[config.mk]
export PLATFORM = sky130hd
export DESIGN_NAME = sifh_hist_rmw
export DESIGN_NICKNAME = d
export VERILOG_FILES = /design/src/rtl/sifh_hist_rmw.sv
export SDC_FILE = /design/constraint.sdc
export NUM_CORES = 1
export LEC_CHECK = 0
export ABC_CLOCK_PERIOD_IN_PS = 4100
export CAP_MARGIN = 40
export CORE_ASPECT_RATIO = 0.5
export CORE_MARGIN = 1
export CORE_UTILIZATION = 25
export DETAILED_ROUTE_END_ITERATION = 6
export PLACE_DENSITY = 0.49
export SLEW_MARGIN = 0
export SYNTH_ARGS = -nofsm -noshare
export SYNTH_HDL_FRONTEND = slang
export SYNTH_SLANG_ARGS = --single-unit
[constraint.sdc]
create_clock -name clk -period 4.1 [get_ports clk]
set_clock_uncertainty 0.15 [all_clocks]
set_input_delay 0.41 -clock clk [delete_from_list [all_inputs] [get_ports clk]]
set_output_delay 0.41 -clock clk [all_outputs]
set_load 0.1 [all_outputs]
[src/rtl/sifh_hist_rmw.sv]
// sifh_hist_rmw -- multi-pixel SiFH histogram engine.
// Clears the external histogram SRAM, accumulates TDC hits through a
// one-hit-per-cycle read-modify-write loop with write-to-read forwarding,
// then scans every pixel histogram and reports one peak (bin, count) each.
// Optional build macro SIFH_SAT_CNT_EN adds the 16-bit sat_events counter.
module sifh_hist_rmw #(
   parameter int PIX_W  = 2,
   parameter int BIN_W  = 8,
   parameter int CNT_W  = 10,
   parameter int ADDR_W = PIX_W + BIN_W
) (
   input  logic              clk,
   input  logic              res,
   input  logic              start,
   input  logic              acq_end,
   input  logic              hit_valid,
   output logic              hit_ready,
   input  logic [PIX_W-1:0]  hit_pix,
   input  logic [BIN_W-1:0]  hit_bin,
   output logic              ram_ren,
   output logic [ADDR_W-1:0] ram_raddr,
   input  logic [CNT_W-1:0]  ram_rdata,
   output logic              ram_wen,
   output logic [ADDR_W-1:0] ram_waddr,
   output logic [CNT_W-1:0]  ram_wdata,
   output logic              peak_valid,
   output logic [PIX_W-1:0]  peak_pix,
   output logic [BIN_W-1:0]  peak_bin,
   output logic [CNT_W-1:0]  peak_cnt,
   output logic              busy,
   output logic              done
`ifdef SIFH_SAT_CNT_EN
   ,
   output logic [15:0]       sat_events
`endif
);

   typedef enum logic [2:0] {IDLE, CLEAR, ACCUM, DRAIN, PEAK} stateT;

   stateT             state;
   logic [ADDR_W-1:0] seqAddr;    // CLEAR write address / PEAK read address
   logic              scanRd;     // PEAK reads still being issued
   logic              drainCnt;

   // Accumulate pipeline: stage 2 and the one-cycle forward register
   logic              s2Valid;
   logic [ADDR_W-1:0] s2Addr;
   logic              fwdValid;
   logic [ADDR_W-1:0] fwdAddr;
   logic [CNT_W-1:0]  fwdData;

   // Peak scan compare stage and running maximum of the current pixel
   logic              cmpValid;
   logic [ADDR_W-1:0] cmpAddr;
   logic [CNT_W-1:0]  maxCnt;
   logic [BIN_W-1:0]  maxBin;

   logic              hitAccept;
   logic [CNT_W-1:0]  operand;
   logic              operandSat;
   logic [CNT_W-1:0]  incCnt;
   logic [BIN_W-1:0]  cmpBin;
   logic [PIX_W-1:0]  cmpPix;
   logic [CNT_W-1:0]  candCnt;
   logic [BIN_W-1:0]  candBin;

   assign hit_ready = (state == ACCUM);
   assign busy      = (state != IDLE);
   assign hitAccept = hit_valid & hit_ready;

   // The write one cycle ago has not reached the SRAM read data yet, so a
   // back-to-back hit on the same address takes the forwarded count.
   assign operand    = (fwdValid && (fwdAddr == s2Addr)) ? fwdData : ram_rdata;
   assign operandSat = (operand == '1);
   assign incCnt     = operandSat ? operand : operand + CNT_W'(1);

   assign cmpBin = cmpAddr[BIN_W-1:0];
   assign cmpPix = cmpAddr[ADDR_W-1:BIN_W];

   // SRAM port steering: CLEAR writes zeros, ACCUM reads on handshake and
   // writes from stage 2, PEAK reads sequentially
   always_comb begin
      // NOTE: every signal gets a default first so no latch is inferred.
      ram_ren   = 1'b0;
      ram_raddr = '0;
      ram_wen   = 1'b0;
      ram_waddr = '0;
      ram_wdata = '0;
      case (state)
         CLEAR: begin
            ram_wen   = 1'b1;
            ram_waddr = seqAddr;
         end
         ACCUM: begin
            ram_ren   = hitAccept;
            ram_raddr = {hit_pix, hit_bin};
         end
         PEAK: begin
            ram_ren   = scanRd;
            ram_raddr = seqAddr;
         end
         default: ;
      endcase
      if (s2Valid) begin
         ram_wen   = 1'b1;
         ram_waddr = s2Addr;
         ram_wdata = incCnt;
      end
   end

   // Running maximum: bin 0 restarts it, later bins replace only if strictly greater
   always_comb begin
      candCnt = maxCnt;
      candBin = maxBin;
      if (cmpBin == '0) begin
         candCnt = ram_rdata;
         candBin = '0;
      end else if (ram_rdata > maxCnt) begin
         candCnt = ram_rdata;
         candBin = cmpBin;
      end
   end

   // Control FSM, accumulate pipeline and peak scan with registered outputs
   always_ff @(posedge clk) begin
      // NOTE: non-blocking assignments keep every register sampling the pre-edge values.
      if (res) begin
         // NOTE: the SRAM itself is not reset; CLEAR rewrites it after start.
         state      <= IDLE;
         seqAddr    <= '0;
         scanRd     <= 1'b0;
         drainCnt   <= 1'b0;
         s2Valid    <= 1'b0;
         s2Addr     <= '0;
         fwdValid   <= 1'b0;
         fwdAddr    <= '0;
         fwdData    <= '0;
         cmpValid   <= 1'b0;
         cmpAddr    <= '0;
         maxCnt     <= '0;
         maxBin     <= '0;
         peak_valid <= 1'b0;
         peak_pix   <= '0;
         peak_bin   <= '0;
         peak_cnt   <= '0;
         done       <= 1'b0;
      end else begin
         peak_valid <= 1'b0;
         done       <= 1'b0;
         s2Valid    <= hitAccept;
         s2Addr     <= {hit_pix, hit_bin};
         fwdValid   <= s2Valid;
         fwdAddr    <= s2Addr;
         fwdData    <= incCnt;
         cmpValid   <= (state == PEAK) && scanRd;
         cmpAddr    <= seqAddr;
         case (state)
            IDLE: begin
               if (start) begin
                  state   <= CLEAR;
                  seqAddr <= '0;
               end
            end
            CLEAR: begin
               seqAddr <= seqAddr + ADDR_W'(1);
               if (seqAddr == '1) state <= ACCUM;
            end
            ACCUM: begin
               if (acq_end) begin
                  state    <= DRAIN;
                  drainCnt <= 1'b0;
               end
            end
            DRAIN: begin
               drainCnt <= 1'b1;
               if (drainCnt) begin
                  state   <= PEAK;
                  seqAddr <= '0;
                  scanRd  <= 1'b1;
               end
            end
            PEAK: begin
               if (scanRd) begin
                  seqAddr <= seqAddr + ADDR_W'(1);
                  if (seqAddr == '1) scanRd <= 1'b0;
               end
               if (cmpValid) begin
                  maxCnt <= candCnt;
                  maxBin <= candBin;
                  if (cmpBin == '1) begin
                     peak_valid <= 1'b1;
                     peak_pix   <= cmpPix;
                     peak_bin   <= candBin;
                     peak_cnt   <= candCnt;
                     if (cmpPix == '1) begin
                        done  <= 1'b1;
                        state <= IDLE;
                     end
                  end
               end
            end
            default: state <= IDLE;
         endcase
      end
   end

`ifdef SIFH_SAT_CNT_EN
   // Count hits that landed on an already-saturated bin, saturating at 0xFFFF
   always_ff @(posedge clk) begin
      if (res) begin
         sat_events <= '0;
      end else if ((state == IDLE) && start) begin
         sat_events <= '0;
      end else if (s2Valid && operandSat && (sat_events != 16'hFFFF)) begin
         sat_events <= sat_events + 16'd1;
      end
   end
`endif

endmodule

Yosys cells after proc, flatten, opt, wreduce, memory -nomap -nowiden
Index checks and enable logic that the tools add are counted.
Storage, ports and cells
  latch bits: 0
  output and inout port bits: 56
  bits in read-only memories: 0
  memories: 0
  bits of input ports: 25
  logic and storage cells: 91
  flip-flop bits (word level): 98
  bits in writable memories: 0
Cells by class
  shift-type cells: 0
  add/sub/neg operators: 2
  $lt $le $gt $ge: 1
  reduce and logical (&&, ||, !) cells: 16
  div/mod/pow operators: 0
  mux-type cells: 33
  equal/unequal tests: 17
  bitwise operators: 4
  multiply operators: 0
Operators with widths (count)
  10-bit 2-to-1 mux: 10
  10-bit case mux with 4 select lines: 1
  3-bit 2-to-1 mux: 7
  10-bit by 1-bit adder with 10-bit output (second input constant): 2
  10-bit equality test (second input constant): 2
  10-bit case mux with 2 select lines: 1
  8-bit 2-to-1 mux: 2
  3-bit case mux with 5 select lines: 1
  2-bit inequality test (second input constant): 6
  10-bit equality test: 1
  10-bit greater-than comparator: 1
  8-bit equality test (second input constant): 1
  8-bit logical NOT: 1
  1-bit 2-to-1 mux: 8
  7-bit AND reduction: 1
  3-bit by 2-bit equality test with 1-bit output (second input constant): 2
  1-bit case mux with 2 select lines: 3
  2-bit AND reduction: 3
  2-bit by 1-bit inequality test with 1-bit output (second input constant): 2
  4-bit AND reduction: 1
  2-bit nonzero test: 2
  4-bit nonzero test: 1
  4-bit OR reduction: 1
  3-bit by 1-bit equality test with 1-bit output (second input constant): 1
  9 further kinds: 12

Logic depth before layout (Yosys ltp)
Gate-level depths: netlist of run 1.
  depth after elaboration: 6
  depth in mapped cells: 13
  gate-level depth less buffers: 11

Worst setup path after synthesis of run 1
OpenSTA, ideal clock, no wires.
  path kind: reg-to-output
  start: register s2Addr[7]
  end: output ram_wdata[1]
  slack: -901 ps
  data required time: 3540 ps
  path buffers: 1
  cell stages (with the launch flop): 11
  arrival time: 4441 ps
  path through: dfxtp_1 > xnor2_1 > nand4_1 > nor4b_1 > buf_2 > mux2_2 > ha_1 > nand3_1 > nor2_1 > mux2_2 > a211oi_1
On the way
  word-level cells in the longest chain between the ends: 6
  elaborated cells on any way between the ends: 7
  those cells by class: add/sub (1); eq/ne (2); mux (3); reduce/logical (1)
Ends and longest elaborated chain
  from (decl): line 47  | logic [ADDR_W-1:0] s2Addr;
  from (signal assigned): line 151  | s2Addr <= {hit_pix, hit_bin};
  10-bit equality test (*): line 73  | assign operand = (fwdValid && (fwdAddr == s2Addr)) ? fwdData : ram_rdata;
  1-bit logical AND (*): line 73
  10-bit 2-to-1 mux (*): line 73
  10-bit by 1-bit adder with 10-bit output / 10-bit equality test (equally long branches): line 75, 74
  10-bit 2-to-1 mux (*): line 75  | assign incCnt = operandSat ? operand : operand + CNT_W'(1);
  10-bit 2-to-1 mux (*): line 104  | if (s2Valid) begin
  to (decl): line 25  | output logic [CNT_W-1:0] ram_wdata,
Every way passes the cells marked *; elsewhere a longest branch is shown, timed or not.

Worst setup path in the final report of run 1
  start: register s2Addr[3]
  end: output ram_wdata[3]
The elaborated chain is that of the path after synthesis.

==> impl_summary.md, run 1 <==
Outcome
The run finished with clean final reports.

Worst setup path
By startpoint and endpoint, the worst setup path is classified as reg -> out. The number of buffers and inverters on the critical path is 1. STA puts the critical path data required time at 3.54 ns. The worst setup path is launched from a flop. The kind of capture point of the worst setup path is an output pin.

The slowest stage of the critical path is the nor4b_4 cell. Walking the worst path, the cells encountered are xnor2_1, nand4_1, nor4b_4, mux2_2, ha_2, nand3_1, and4_1, xor2_1, o211a_1, buf_12. Grouping stages by cell kind, the critical path spends the most delay in simple AND/OR/NAND/NOR gates. The maximum fanout along the worst path is 15. Data on the critical path arrives at its endpoint at 3.21 ns. On the worst path, the slowest cell contributes a delay of 0.38 ns.

Route
The remaining design rule violation count is 0. The number of routed nets with antenna violations is 0. The detail-routed net length per standard cell is 15.6 um. Across all layers, the routed design uses 4748 vias. After the first detailed-routing iteration, the DRC count stood at 262. The final wirelength is 14900 um. In the routed layout, each cell is associated on average with a via count of 4.97.

The number of search-and-repair iterations in the first detailed-routing pass is 4.

STA
The part of the cycle the worst path needs is 92.0%. The count of final max-slew check failures is 0. The actual transition at the worst max-transition pin is 0.856 ns. The total count of hold-check failures in the final report is 0. Setup violations remaining at the end of the flow were counted as 0.

The time the final worst path needs with I/O delays and setup is 3.77 ns. Static timing analysis puts the maximum clock frequency at 0.265 GHz. In the final timing run, aggregate negative setup slack is 0 ns.

The headroom to the max-slew limit is 42.7%. Setup repair after global routing left no endpoint under its margin.

Logic synthesis
The number of nets handed over by synthesis was 633. Sequential elements use 38.8% of the synthesized area. The cell count after synthesis came out at 596.

Dividing the synthesized area by the synthesized cell count gives 8.49 um2. After synthesis, the share of flip-flops with an asynchronous set or reset is 0%. The synthesized design contains 98 register bits. The Yosys step of the flow raised 0 warnings. The most used flip-flop cell after synthesis is dfxtp_1.

The unique cell type count in the Yosys netlist is 53. The number of enable flip-flop cells after synthesis is 0. In this run the cell area of the synthesized design comes to 5060 um2.

Pwr
The areal power density over the cells is 294 nW/um2. IR analysis of the VDD net gives a maximum drop of 219 uV. For this design the static power due to leakage is 2.59 nW.

Global routing
The global-route wire length before repair is 24300 um. The remaining global-route overflow is 0. The maximum number of pins on one net before global-route repair is 60. The number of global-route vias before repair is 4481. For this run, the total global-route usage over all layers was measured as 14.6%.

The initial antenna violation count is 0.

Final layout
At the end of the flow, the number of nets in the layout was 722. 0 antenna diodes ended up in the layout. The ratio of cells with drive above 1 in the final layout is 15.8%. The top cell types in the final layout, fill and taps aside, are dfxtp_1 (98), nor2_1 (48), clkdlybuf4s50_1 (47). The share of the core filled with cells is 35.3%. The area overhead of the layout relative to synthesis is 37.0%. The most common cell after layout, fill and taps aside is dfxtp_1.

Floorplan
The width of the chip is 203 um. The chip height is 103 um. The floorplan has 36 rows.

The die area is 20800 um2. The initial utilization of the core area, before any placement, comes to 25.8%. The core region area is 19600 um2.

81 I/O pins were placed.

Clocking
CTS placed an instance of clkbuf_16 at the clock tree root. The clock passes through at most 2 buffers. After clock tree synthesis, the repair step resized 0 gates. The number of buffers added for setup after CTS is 0. The clock tree from TritonCTS is done. The number of clock sinks is 98.

The post-cts hold buffer count is 0. In this run, CTS created clock tree buffers numbering 9. The H-tree was split into 3 levels.

At the later pin of the worst-skew pair, clock insertion delay measures 0.34 ns. The clock-pin slew on the worst setup and hold paths is 0.08 ns.

Run
The reported max-cap violation count is 0.

Place
The detailed placer's ending HPWL is 10400 um. The final weighted congestion in routability-driven placement is 0.820. The port buffer count is 80.

Worst hold path
The type of the worst min-delay path is reg -> reg.
[flip-flops by register name (all words and copies together) (netlist names), 2 cells and up]
name / count
seqAddr: 10
fwdData: 10
maxBin: 8
peak_pix: 2
peak_bin: 8
peak_cnt: 10
s2Addr: 10
maxCnt: 10
cmpAddr: 10
fwdAddr: 10
state: 3
[power breakdown]
| part | switching [W] | leakage [nW] | internal [W] | total [W] |
|---|---|---|---|---|
| clock | 0.000400 | 0.146 | 0.000442 | 0.000842 |
| combinational | 0.000126 | 1.64 | 0.0000804 | 0.000206 |
| sequential | 0.0000202 | 0.797 | 0.000969 | 0.000990 |
[cells by family after synthesis]
family                     synth area share (%)
muxes                                      2.89
AOI/OAI and AO/OA                          22.1
DFF                                        38.8
and+or+nand+nor                            24.4
xor gates and xnor gates                   3.46
buffers and inverters                      5.37
adders and majority gates                  2.97
[tightest hold or removal path, stage by stage, from the launching register on]
cell and delay (ns):
dfxtp_1 0.31, nand2_1 0.05, a21oi_1 0.05
[routing by layer]
layer,global-route usage (%),vias to the layer above,part of all wire [%]
met4,3.18,0,0.61
met3,2.37,7,2.3
met2,24.7,58,48
met1,19.8,2291,49
li1,-,2392,-
met5,0,-,0
[stage by stage]
stage,hold WS (ns),cells,setup slack [ns],area (um2),total power (W)
finish,0.310,956,0.329,6930,0.00204
global route,0.332,956,0.0303,6930,0.00212
CTS,0.314,956,0.126,6920,0.00206
detailed placement,0.303,940,0.510,6620,0.00122
global placement,0.300,914,0.536,6200,0.00121
floorplan,0.290,596,0.0319,5070,0.00113
[Yosys cell counts (all sizes together) (2+ instances only)]
| cell type | count | area, um2 |
|---|---|---|
| dfxtp | 98 | 1960 |
| nor2 | 48 | 180 |
| nand2 | 39 | 146 |
| nor2b | 35 | 219 |
| clkbuf | 34 | 128 |
| a21oi | 29 | 145 |
| nand3 | 29 | 145 |
| o21ai | 25 | 125 |
| nand4 | 21 | 131 |
| inv | 20 | 75.1 |
| a22o | 19 | 166 |
| a211oi | 16 | 120 |
| nor4 | 13 | 81.3 |
| xnor2 | 13 | 114 |
| buf | 12 | 68.8 |
| ha | 12 | 150 |
| o211ai | 11 | 82.6 |
| a32oi | 10 | 87.6 |
| nor3 | 10 | 50.1 |
| o311ai | 10 | 103 |
| mux2i | 9 | 90.1 |
| o2111ai | 8 | 70.1 |
| or4 | 7 | 52.6 |
| xor2 | 7 | 61.3 |
| and3 | 6 | 37.5 |
| and4 | 6 | 52.6 |
| o31ai | 6 | 45.0 |
| mux2 | 5 | 56.3 |
| nand2b | 5 | 31.3 |
| o211a | 5 | 50.1 |
| and2 | 4 | 25.0 |
| a21o | 3 | 22.5 |
| a22oi | 2 | 15.0 |
| a311oi | 2 | 17.5 |
| a31oi | 2 | 12.5 |
| nor3b | 2 | 31.3 |
| o21a | 2 | 16.3 |
| or3 | 2 | 12.5 |
[path summary, 6_finish.rpt]
check / to / slack [ns] / depth (start not counted) / start
max reg2reg: fwdData[3]$_SDFF_PP0_ / 1.24 / 9 / s2Addr[3]$_SDFF_PP0_
min: peak_pix[0]$_SDFFE_PP0P_ / 0.31 / 2 / peak_pix[0]$_SDFFE_PP0P_
min reg2reg: peak_pix[0]$_SDFFE_PP0P_ / 0.31 / 2 / peak_pix[0]$_SDFFE_PP0P_
max: ram_wdata[3] / 0.33 / 10 / s2Addr[3]$_SDFF_PP0_
[area by class of cell]
cell class / count / area [um2]
clock inverters: 6 / 55.1
flip-flops and latches: 98 / 1960
multi-input cells: 432 / 2860
fillers: 2027 / 12700
inverters: 20 / 75.1
repair buffers: 124 / 1400
clock buffers: 10 / 239
well taps: 266 / 333
Power figures use the tool's default switching activity.
==> run 2: changes to the inputs <==
GPL_TIMING_DRIVEN = 0   (was unset)
SETUP_SLACK_MARGIN = 0.15   (was unset)
TNS_END_PERCENT = 20   (was unset)
==> impl_summary.md, run 2 (same netlist as run 1, synthesis figures left out) <==
Outcome
The run finished with clean final reports.

Worst setup path
The worst setup path is launched from a flop. The worst setup path startpoint is s2Addr[1]$_SDFF_PP0_. The worst stage delay on the critical path is 0.51 ns (+0.13 ns). The required time at the worst-slack endpoint came to 3.54 ns (about the same). The worst setup path is of the reg -> out kind. The largest individual stage delay along the critical path comes from the cell clkdlybuf4s50_1. Traced cell by cell, the critical path runs through xnor2_1, nand2_2, nor4b_2, buf_4, buf_6, nand2_1, o21ai_0, ha_4, nand3_4, and4_1, xor2_1, o211a_1, clkdlybuf4s50_1, buf_8. The maximum fanout along the worst path was 10 (-5).

The data arrival time of the critical path is 3.44 ns (+0.23 ns). In this run the critical register-to-register path is launched from s2Addr[1]$_SDFF_PP0_. The kind of capture point of the worst setup path is an output pin.

Global routing
The remaining global-route overflow is 0 (unchanged). The maximum number of pins on one net before global-route repair is 17 (-72%). The global-route wire length before repair came to 26100 um (+7.6%).

The initial antenna violation count is 0 (unchanged). The global-route usage over all layers came to 16.1% (+1.5 points). The number of global-route vias before repair is 4828 (+7.7%).

Route
The first-iteration detailed-routing DRC count is 379 (+45%). The final wirelength is 16500 um (+11%). The number of search-and-repair iterations in the first detailed-routing pass is 5 (+1). The routed via count divided by cell count is 5.04 (+1.5%). The remaining design rule violation count is 0 (unchanged).

The detail-routed net length per standard cell is 16.2 um (+4.1%). The total number of vias is 5130 (+8.0%). The number of routed nets with antenna violations came to 0 (unchanged).

Place
The final weighted congestion in routability-driven placement was 0.838 (+2.2%). The port buffer count is 80 (unchanged). The detailed placer's ending HPWL is 12300 um (+18%).

Clocking
The clock-pin slew on the worst setup and hold paths was 0.07 ns (about the same). The deepest clock path buffer count came to 2 (unchanged). The number of buffers added by the clock tree synthesis step is 9 (unchanged).

CTS placed an instance of clkbuf_16 at the clock tree root. TritonCTS built the clock tree. The post-cts hold buffer count is 0 (unchanged).

The clock insertion delay at the later pin of the skew report is 0.34 ns (about the same). The number of H-tree branching levels was 3 (unchanged). The number of clock sinks came to 98 (unchanged).

Final layout
The most common cell after layout, fill and taps aside is dfxtp_1. The sequential standard cell area is 1970 um2 (+0.26%). The post-layout net count is 784 (+8.6%). The area used by multi-input combinational logic is 2940 um2 (+2.7%). Leaving out fill and tap cells, the most frequent cells in the layout are dfxtp_1 (94), clkdlybuf4s50_1 (73), nor2_1 (47). The ratio of cells with drive above 1 in the final layout was 16.6% (+0.83 points). The layout filler cell count was 2001 (-1.3%). The diode insertion count for antenna repair is 0 (unchanged). The area overhead of the layout relative to synthesis is 50.6%.

Floorplan
The initial core utilization is 25.8% (unchanged). The core region area is 19600 um2 (unchanged). The die area is 20800 um2 (unchanged). The width of the chip came to 203 um (unchanged). The row count is 36 (unchanged). The chip height is 103 um (unchanged). The count of pins on the block boundary is 81 (unchanged).

STA
The time the final worst path needs with I/O delays and setup was 4.00 ns (+0.226 ns). Setup repair after global routing could not meet its margin everywhere. The part of the cycle the worst path needs is 97.5% (+5.5 points). The headroom to the max-slew limit came to 45.1% (+2.3 points). The count of final max-slew check failures is 0 (unchanged).

The count of endpoints failing setup in the final report is 0 (unchanged). The total count of hold-check failures in the final report was 0 (unchanged). The hold slack is 0.318 ns (+0.00768 ns). The actual transition at the worst max-transition pin is 0.821 ns (-0.0346 ns). The maximum clock frequency is 0.250 GHz (-5.7%).

Worst hold path
The start point of the worst min-delay path is peak_pix[1]$_SDFFE_PP0P_. The type of the worst min-delay path is reg -> reg.

Pwr
The areal power density over the cells is 266 nW/um2 (-9.4%). The total power draw came to 0.00203 W (-0.47%). The highest ir drop seen on vdd is 186 uV (-15%). The leakage component of the power is 2.84 nW (+9.8%).

Run
The reported max-cap violation count is 0 (unchanged).
## run 2: through the flow
stage | setup WS [ns] | instance area (um2) | setup TNS [ns] | util [%] | cells
floorplan | 0.0408 | 5070 | 0 | - | 596
global placement | -0.654 | 6200 | -4.30 | 31.6 | 942
detailed placement | -0.225 | 7160 | -0.460 | 36.5 | 999
CTS | -0.0704 | 7530 | -0.0993 | 38.3 | 1019
global route | -0.0849 | 7620 | -0.0849 | 38.8 | 1018
finish | 0.102 | 7620 | 0 | 38.8 | 1018
## run 2: path summary, 6_finish.rpt
kind                         endpoint  slack [ns]  cells after the start
max reg2reg     fwdData[4]$_SDFF_PP0_        1.30                     14
min reg2reg  peak_pix[1]$_SDFFE_PP0P_        0.32                      2
min          peak_pix[1]$_SDFFE_PP0P_        0.32                      2
max                      ram_wdata[3]        0.10                     14
## run 2: routing by layer
metal | global-route usage (%) | vias up | part of all wire [%]
met1 | 21.5 | 2482 | 48
met2 | 27.0 | 106 | 47
met4 | 3.82 | 0 | 1.2
met5 | 0 | - | 0
met3 | 3.19 | 20 | 3.5
li1 | - | 2522 | -
## run 2: final cells by class
class                           count  share of cell area (%)
Tap cell                          266                    4.37
Clock inverter                      5                   0.493
Clock buffer                       11                    3.19
Multi-Input combinational cell    432                    38.6
Buffer                             46                    2.79
Timing Repair Buffer              140                    23.7
Sequential cell                    98                    25.8
Inverter                           20                    1.02
## run 2: timing repair
action,4_1_cts,5_1_grt
endpoints found under the setup margin,10,9
pin swaps,6,1
resized for setup,20,21
setup buffers,6,0
hold endpoints to repair,0,0
## run 2: where the power goes
part | internal [W] | switching, W | leakage, nW | total (W)
Sequential | 0.000970 | 0.0000207 | 0.798 | 0.000991
Combinational | 0.0000894 | 0.000138 | 1.90 | 0.000227
Clock | 0.000433 | 0.000377 | 0.138 | 0.000810
## run 2: worst max-delay path: cells and delay by family, from the launching register on
family	cells	cell delay (ns)
adders and majority gates	1	0.24
and+or+nand+nor	5	0.81
AOI/OAI and AO/OA	2	0.31
xor gates and xnor gates	2	0.39
buffers and inverters	4	1.02
DFF	1	0.33
